<file path="src/rtl/regfile_mp_if.sv">
// Bus bundle between the ID/WB stages and the multi-port register file.
// The register file takes the slave side; the pipeline drives the master side.
interface regfile_mp_if #(
  parameter int DATA_W = 32,
  parameter int ADDR_W = 5,
  parameter int NUM_RD = 2,
  parameter int NUM_WR = 2
);
  logic [NUM_RD-1:0]        re;
  logic [NUM_RD*ADDR_W-1:0] raddr;
  logic [NUM_RD*DATA_W-1:0] rdata;
  logic [NUM_RD-1:0]        rbusy;
  logic [NUM_WR-1:0]        we;
  logic [NUM_WR*ADDR_W-1:0] waddr;
  logic [NUM_WR*DATA_W-1:0] wdata;
  logic                     issue_en;
  logic [ADDR_W-1:0]        issue_addr;
  logic                     init_done;

  modport master (
    output re, raddr, we, waddr, wdata, issue_en, issue_addr,
    input  rdata, rbusy, init_done
  );

  modport slave (
    input  re, raddr, we, waddr, wdata, issue_en, issue_addr,
    output rdata, rbusy, init_done
  );
endinterface

</file>
<file path="src/rtl/regfile_mp.sv">
// Multi-port register file with write-to-read bypass, a per-register busy
// scoreboard, and a post-reset sequencer that zeroes every register.
//
// state    | meaning
// ---------+-----------------------------------------------------------
// ST_CLEAR | zeroing regs[ptr] one per cycle; writes/issue ignored, reads 0
// ST_READY | normal operation until the next reset
module regfile_mp #(
  parameter int DATA_W   = 32,
  parameter int ADDR_W   = 5,
  parameter int NUM_RD   = 2,
  parameter int NUM_WR   = 2,
  parameter bit ZERO_REG = 1'b1,
  parameter bit BYPASS   = 1'b1
) (
  input logic         clk,
  input logic         rst_n,
  regfile_mp_if.slave bus
);
  localparam int DEPTH = 1 << ADDR_W;

  typedef enum logic {ST_CLEAR, ST_READY} state_t;

  state_t            state_q, state_d;
  logic [ADDR_W-1:0] ptr_q, ptr_d;
  logic [DEPTH-1:0]  busy_q, busy_d;
  logic [DATA_W-1:0] regs_q [DEPTH];
  logic [DATA_W-1:0] regs_d [DEPTH];

  logic [ADDR_W-1:0]        rd_addr [NUM_RD];
  logic [NUM_RD-1:0]        bypass_hit;
  logic [DATA_W-1:0]        bypass_data [NUM_RD];
  logic [NUM_RD*DATA_W-1:0] rdata;
  logic [NUM_RD-1:0]        rbusy;

  always_ff @(posedge clk) begin
    if (!rst_n) begin
      state_q <= ST_CLEAR;
      ptr_q   <= '0;
      busy_q  <= '0;
    end else begin
      state_q <= state_d;
      ptr_q   <= ptr_d;
      busy_q  <= busy_d;
    end
  end

  // Storage has no reset; the clear sequence is what guarantees zeros.
  always_ff @(posedge clk) begin
    if (rst_n) begin
      regs_q <= regs_d;
    end
  end

  always_comb begin
    state_d = state_q;
    ptr_d   = ptr_q;
    busy_d  = busy_q;
    regs_d  = regs_q;
    case (state_q)
      ST_CLEAR: begin
        regs_d[ptr_q] = '0;
        ptr_d         = ptr_q + ADDR_W'(1);
        if (ptr_q == ADDR_W'(DEPTH - 1)) begin
          state_d = ST_READY;
        end
      end
      ST_READY: begin
        // Ascending port order lets the youngest writer land last.
        for (int j = 0; j < NUM_WR; j++) begin
          if (bus.we[j] && !(ZERO_REG && bus.waddr[j*ADDR_W +: ADDR_W] == '0)) begin
            regs_d[bus.waddr[j*ADDR_W +: ADDR_W]] = bus.wdata[j*DATA_W +: DATA_W];
            busy_d[bus.waddr[j*ADDR_W +: ADDR_W]] = 1'b0;
          end
        end
        // A newly issued producer overrides a completing older one.
        if (bus.issue_en && !(ZERO_REG && bus.issue_addr == '0)) begin
          busy_d[bus.issue_addr] = 1'b1;
        end
      end
      default: state_d = ST_CLEAR;
    endcase
  end

  always_comb begin
    rdata      = '0;
    rbusy      = '0;
    bypass_hit = '0;
    for (int i = 0; i < NUM_RD; i++) begin
      rd_addr[i]     = bus.raddr[i*ADDR_W +: ADDR_W];
      bypass_data[i] = '0;
      if (BYPASS) begin
        for (int j = 0; j < NUM_WR; j++) begin
          if (bus.we[j] && bus.waddr[j*ADDR_W +: ADDR_W] == rd_addr[i]) begin
            bypass_hit[i]  = 1'b1;
            bypass_data[i] = bus.wdata[j*DATA_W +: DATA_W];
          end
        end
      end
      if (state_q == ST_READY && bus.re[i] && !(ZERO_REG && rd_addr[i] == '0)) begin
        rdata[i*DATA_W +: DATA_W] = bypass_hit[i] ? bypass_data[i] : regs_q[rd_addr[i]];
        rbusy[i]                  = busy_q[rd_addr[i]] & ~bypass_hit[i];
      end
    end
  end

  assign bus.rdata     = rdata;
  assign bus.rbusy     = rbusy;
  assign bus.init_done = (state_q == ST_READY);
endmodule
</file>
<file path="src/flat_wrapper.sv">
// flat-port wrapper written by rule: the top's interface ports become plain ports
module regfile_mp_flat 
#(
  parameter int DATA_W   = 32,
  parameter int ADDR_W   = 5,
  parameter int NUM_RD   = 2,
  parameter int NUM_WR   = 2,
  parameter bit ZERO_REG = 1'b1,
  parameter bit BYPASS   = 1'b1
)
  (clk, rst_n, bus_re, bus_raddr, bus_we, bus_waddr, bus_wdata, bus_issue_en, bus_issue_addr, bus_rdata, bus_rbusy, bus_init_done);
  regfile_mp_if #(.DATA_W(DATA_W), .ADDR_W(ADDR_W), .NUM_RD(NUM_RD), .NUM_WR(NUM_WR)) bus_i ();
  input logic clk;
  input logic rst_n;
  input wire logic [$bits(bus_i.re)-1:0] bus_re;
  input wire logic [$bits(bus_i.raddr)-1:0] bus_raddr;
  input wire logic [$bits(bus_i.we)-1:0] bus_we;
  input wire logic [$bits(bus_i.waddr)-1:0] bus_waddr;
  input wire logic [$bits(bus_i.wdata)-1:0] bus_wdata;
  input wire logic [$bits(bus_i.issue_en)-1:0] bus_issue_en;
  input wire logic [$bits(bus_i.issue_addr)-1:0] bus_issue_addr;
  output wire logic [$bits(bus_i.rdata)-1:0] bus_rdata;
  output wire logic [$bits(bus_i.rbusy)-1:0] bus_rbusy;
  output wire logic [$bits(bus_i.init_done)-1:0] bus_init_done;
  assign bus_i.re = bus_re;
  assign bus_i.raddr = bus_raddr;
  assign bus_i.we = bus_we;
  assign bus_i.waddr = bus_waddr;
  assign bus_i.wdata = bus_wdata;
  assign bus_i.issue_en = bus_issue_en;
  assign bus_i.issue_addr = bus_issue_addr;
  assign bus_rdata = bus_i.rdata;
  assign bus_rbusy = bus_i.rbusy;
  assign bus_init_done = bus_i.init_done;
  regfile_mp #(.DATA_W(DATA_W), .ADDR_W(ADDR_W), .NUM_RD(NUM_RD), .NUM_WR(NUM_WR), .ZERO_REG(ZERO_REG), .BYPASS(BYPASS)) u_core (.clk(clk), .rst_n(rst_n), .bus(bus_i));
endmodule
</file>
<file path="config.mk">
export PLATFORM = sky130hd
export DESIGN_NAME = regfile_mp_flat
export DESIGN_NICKNAME = d
export VERILOG_FILES = /design/src/rtl/regfile_mp_if.sv /design/src/rtl/regfile_mp.sv /design/src/flat_wrapper.sv
export SDC_FILE = /design/constraint.sdc
export NUM_CORES = 2
export LEC_CHECK = 0
export CORE_ASPECT_RATIO = 1.1
export CORE_MARGIN = 1.5
export CORE_UTILIZATION = 66
export CTS_BUF_LIST = sky130_fd_sc_hd__clkbuf_8
export CTS_CLUSTER_DIAMETER = 100
export DETAILED_ROUTE_END_ITERATION = 7
export PLACE_DENSITY = 0.9
export SLEW_MARGIN = 20
export SYNTH_ARGS = -nofsm -noshare
export SYNTH_HDL_FRONTEND = slang
export SYNTH_SLANG_ARGS = --single-unit
</file>
<file path="constraint.sdc">
create_clock -name clk -period 2.5 [get_ports clk]
set_clock_uncertainty 0.1 [all_clocks]
set_input_delay 0.25 -clock clk [delete_from_list [all_inputs] [get_ports clk]]
set_output_delay 0.25 -clock clk [all_outputs]
set_load 0.02 [all_outputs]
</file>
==> results of run 1 <==
[layer usage]
metal	GRT overflow	GRT usage (%)
met5	190	96.8
met4	1917	110
met3	1234	99.4
met2	5052	117
met1	1275	97.4
[metrics by stage]
step	util [%]	worst slack (ns)
2_1_floorplan	-	0.00347
3_3_place_gp	80.8	-1.66
3_5_place_dp	80.8	-1.77
4_1_cts	85.5	-1.08
[cells by family after synthesis]
family | after synthesis | share of synthesized area [%]
xor gates and xnor gates | 23 | 0.252
buffers and inverters | 1060 | 5.47
DFF | 1062 | 39.5
adders and majority gates | 5 | 0.0784
muxes | 1094 | 22.4
AOI/OAI and AO/OA | 3070 | 24.5
and+or+nand+nor | 1453 | 7.81
[cell usage after synthesis (8+ instances only)]
library cell,count
a22oi_1,211
a21boi_0,9
mux4_2,556
nand3_1,99
clkbuf_1,765
nand2b_1,13
or2_2,13
and2_1,50
nor2_2,14
dfxtp_1,38
o21a_1,15
a22o_1,493
buf_4,40
o22ai_1,89
buf_1,60
mux2_2,8
a21o_1,54
xnor2_1,17
inv_1,23
buf_2,166
nand3b_1,8
a32oi_1,42
nand2_1,629
a21oi_1,408
nor2b_1,29
o31ai_1,259
edfxtp_1,1024
nor3_1,10
o21ai_0,1178
a221oi_1,43
a31oi_1,56
nor2_1,521
o21ai_1,52
a211oi_1,119
mux2i_1,530
[timing repair]
item | in CTS
resized for setup | 691
pin swaps | 144
setup endpoints to repair | 95
buffers inserted | 111
gates cloned | 4
hold buffers | 1
endpoints found under the hold margin | 258
==> metrics.csv, run 1 <==
stage;metric;value;unit
synth;mean post-synth cell area;10.3;um^2
synth;Post-synth top flop;edfxtp_1;
synth;Synth Cell Area;0.0798;mm^2
synth;Synth top area share;38.5;%
floorplanning;Die X;335;um
clock_network;Bufs on Longest Clock Path;3;
floorplanning;# IOs;163;
placement;RePlAce Congestion;1.20;
floorplanning;initial core utilization;66.6;%
placement;DP HPWL;296;mm
clock_network;TritonCTS buffer count;177;
synth;Post-Syn Instances;7767;
clock_network;Sink Count;1062;
run_status;run status;did not finish;
synth;Synth Register Bits;1062;
floorplanning;chip height;368;um
global_route;grt total ovfl;9668;
synth;Synth warnings;0;
synth;top cells by area, synth;edfxtp_1, mux4_2, o21ai_0, mux2i_1, a22o_1;
placement;PortBufs;162;
global_route;vias in the first global route;123000;
placement;dpl cell area;0.0968;mm^2
synth;Async SR Flop Fraction;0;%
synth;sequential-to-total area share from yosys stat;39.5;%
clock_network;clock tree root buffer cell;clkbuf_8;
global_route;pin count of the biggest net entering global routing;113;
placement;Inst Count DP;10200;
global_route;first-pass GRT wire length;942;mm
run_status;Failed at;5_1_grt;
clock_network;H-tree levels;4;
global_route;gr usage total;105;%
synth;area leader, netlist;edfxtp_1;
synth;post-synth cell types;80;
floorplanning;# rows;133;
synth;Mapped Nets;7868;
run_status;error msg;[ERROR GRT-0116] Global routing finished with congestion. Check the congestion regions in the DRC Viewer.;
synth;Post-synth EDFFs;1024;
==> inputs of run 2 (changes only) <==
Settings changed: CORE_ASPECT_RATIO 1.1 to unset, CORE_UTILIZATION 66 to 40, CTS_BUF_LIST sky130_fd_sc_hd__clkbuf_8 to unset, CTS_CLUSTER_DIAMETER 100 to unset, PLACE_DENSITY 0.9 to unset, PLACE_DENSITY_LB_ADDON set to 0.15.
==> metrics.csv, run 2 <==
stage;metric;value;unit
route;drt pass-1 iters;8;
floorplanning;# rows;163;
placement;PortBufs;162;
clock_network;TritonCTS buffer count;140;
global_route;first-pass GRT wire length;593;mm
setup_path;Critical Path AT;3.18;ns
setup_path;crit-path max FO;2;
placement;Inst Count DP;11500;
power;total power;52.9;mW
timing;Slew HR;35.3;%
timing;worst slew pin tran;0.970;ns
clock_network;Sink Count;1062;
placement;DP HPWL;293;mm
synth;Synth Cell Area;0.0798;mm^2
power;VDD IR max;0.690;mV
cells_and_area;Largest register FFs;1024;
setup_path;WP data required;2.15;ns
route;Detailed Route Iter0 Violations;13100;
synth;Synth warnings;0;
clock_network;CTS clk-pin slew, worst paths;0.06;ns
cells_and_area;Layout area overhead;33.5;%
run_status;violated checks;setup timing;
global_route;initial antenna violation count;23;
timing;Final Cycle Share;141;%
power;leak pwr;37.9;nW
synth;top-count cell post-synth;o21ai_0;
synth;Post-Syn Instances;7767;
floorplanning;chip height;450;um
synth;Synth top area share;38.5;%
cells_and_area;most common cell after layout, fill and taps aside;buf_4;
timing;crit path time final;3.53;ns
timing;Final setup violation count;66;
synth;post-synth cell types;80;
setup_path;Critical Path End Type;output pin;
cells_and_area;Layout Cells excl Fill;11800;
timing;f_max;283;MHz
synth;Synth Register Bits;1062;
clock_network;CTS tree;built;
timing;Final Max Tran Viols;0;
floorplanning;initial core utilization;40.4;%
route;Routed wire per std cell;36.0;um
setup_path;Crit Path Category;reg -> out;
run;max cap viols;0;
global_route;vias in the first global route;78000;
route;DRC violations left;0;
synth;Synth top cells by count;o21ai_0, edfxtp_1, clkbuf_1;
cells_and_area;Reg with most FFs;u_core.regs_q;
floorplanning;Die Area;0.202;mm^2
synth;Post-synth top flop;edfxtp_1;
run_status;run status;finished, violations left;
global_route;gr usage total;40.6;%
cells_and_area;Largest regs;u_core.regs_q x1024, u_core.busy_q x32, u_core.ptr_q x5;
timing;Fin. Hold Viols;0;
floorplanning;Die X;450;um
clock_network;H-tree levels;4;
route;vias per inst;6.93;
clock_network;Bufs on Longest Clock Path;3;
synth;area leader, netlist;edfxtp_1;
cells_and_area;final net count;9136;
global_route;grt total ovfl;0;
floorplanning;Core ar.;0.198;mm^2
synth;Mapped Nets;7868;
synth;Post-synth EDFFs;1024;
setup_path;crit start category;flip-flop;
route;Routed WL;425;mm
synth;top cells by area, synth;edfxtp_1, mux4_2, o21ai_0, mux2i_1, a22o_1;
timing;RSZ-0062 raised after global routing;yes;
floorplanning;# IOs;163;
clock_network;clock tree root buffer cell;clkbuf_16;
synth;mean post-synth cell area;10.3;um^2
synth;sequential-to-total area share from yosys stat;39.5;%
synth;Async SR Flop Fraction;0;%
cells_and_area;layout cells sized above 1;36.0;%
timing;Setup WS post-layout;-1.03;ns
power;Power Dens Cells;496;mW/mm^2
clock_network;worst skew pair latency;0.83;ns
route;routed vias;81700;
min_path;Hold Crit Class;in -> reg;
route;post-route ant nets;0;
placement;RePlAce Congestion;1.00;
cells_and_area;commonest cells after routing, fill and taps aside;buf_4, o21ai_0, edfxtp_1;
global_route;pin count of the biggest net entering global routing;163;
## run 2: final timing paths
| kind | start | to | cells past startpoint | slack [ns] |
|---|---|---|---|---|
| hold / removal | bus_wdata[8] | u_core.regs_q[456]$_DFFE_PP_ | 4 | 0.08 |
| hold reg to reg | u_core.busy_q[17]$_SDFFE_PN0P_ | u_core.busy_q[17]$_SDFFE_PN0P_ | 2 | 0.40 |
| setup / recovery | u_core.regs_q[768]$_DFFE_PP_ | bus_rdata[32] | 6 | -1.03 |
| setup reg to reg | u_core.bus.init_done$_SDFF_PN0_ | u_core.regs_q[343]$_DFFE_PP_ | 6 | 0.09 |
## run 2: timing repair
action	CTS	global route
resized for setup	637	111
hold buffers	9	0
gates cloned	0	0
endpoints found under the setup margin	68	102
setup buffers	82	22
hold endpoints to repair	94	0
pin swaps	169	45
## run 2: worst max-delay path: stages (launching register included)
cell	delay [ns]
edfxtp_1	0.42
buf_6	0.14
mux4_2	0.52
mux4_2	0.61
nand2b_4	0.18
a32o_2	0.33
buf_6	0.17
## run 2: report_power, final
part	internal (mW)	switching, mW	total, mW
Sequential	20.8	0.708	21.5
Clock	10.9	8.81	19.7
Combinational	5.26	6.46	11.7
Total	36.9	16.0	52.9
## run 2: cell type report
| type | count | area (um^2) |
|---|---|---|
| Tap cell | 2640 | 3300 |
| Clock buffer | 182 | 3800 |
| Timing Repair Buffer | 2161 | 20800 |
| Clock inverter | 65 | 388 |
| Fill cell | 17300 | 91300 |
| Multi-Input combinational cell | 5645 | 46600 |
| Antenna cell | 12 | 30.0 |
| Inverter | 25 | 93.8 |
| Sequential cell | 1062 | 31500 |
## run 2: kinds of logic (layout without fill, tap and decap cells)
kind of cell    after synthesis  count (layout)  synth area share (%)
xor+xnor                     23              23                 0.252
buf+inv                    1060            2433                  5.47
compound gates             3070            3070                  24.5
simple gates               1453            1453                  7.81
mux                        1094            1094                  22.4
fa+ha+maj                     5               5                0.0784
other cells                   0              12                     0
flops                      1062            1062                  39.5
## run 2: per-stage QoR
| step | util (%) | cell area [um^2] | TNS [ns] | worst slack (ns) | hold WS [ns] |
|---|---|---|---|---|---|
| 3_5_place_dp | 50.2 | 99300 | -469.11 | -1.54 | 0.394 |
| 5_1_grt | 53.9 | 107000 | -46.77 | -1.04 | 0.0640 |
| 3_3_place_gp | 50.2 | 99300 | -454.88 | -1.60 | 0.389 |
| 2_1_floorplan | - | 79800 | 0 | 0.00347 | 0.262 |
| 4_1_cts | 53.5 | 106000 | -44.41 | -0.985 | 0.0134 |
| 6_report | 53.9 | 107000 | -44.65 | -1.03 | 0.0773 |
## run 2: layer usage
layer	vias to the layer above	wire, um	GRT usage [%]
met1	40600	153000	51.6
li1	33200	-	-
met5	-	84	0
met4	12	33200	26.7
met3	1485	56400	12.3
met2	6438	182000	59.7
(Power assumes the default switching activity.)
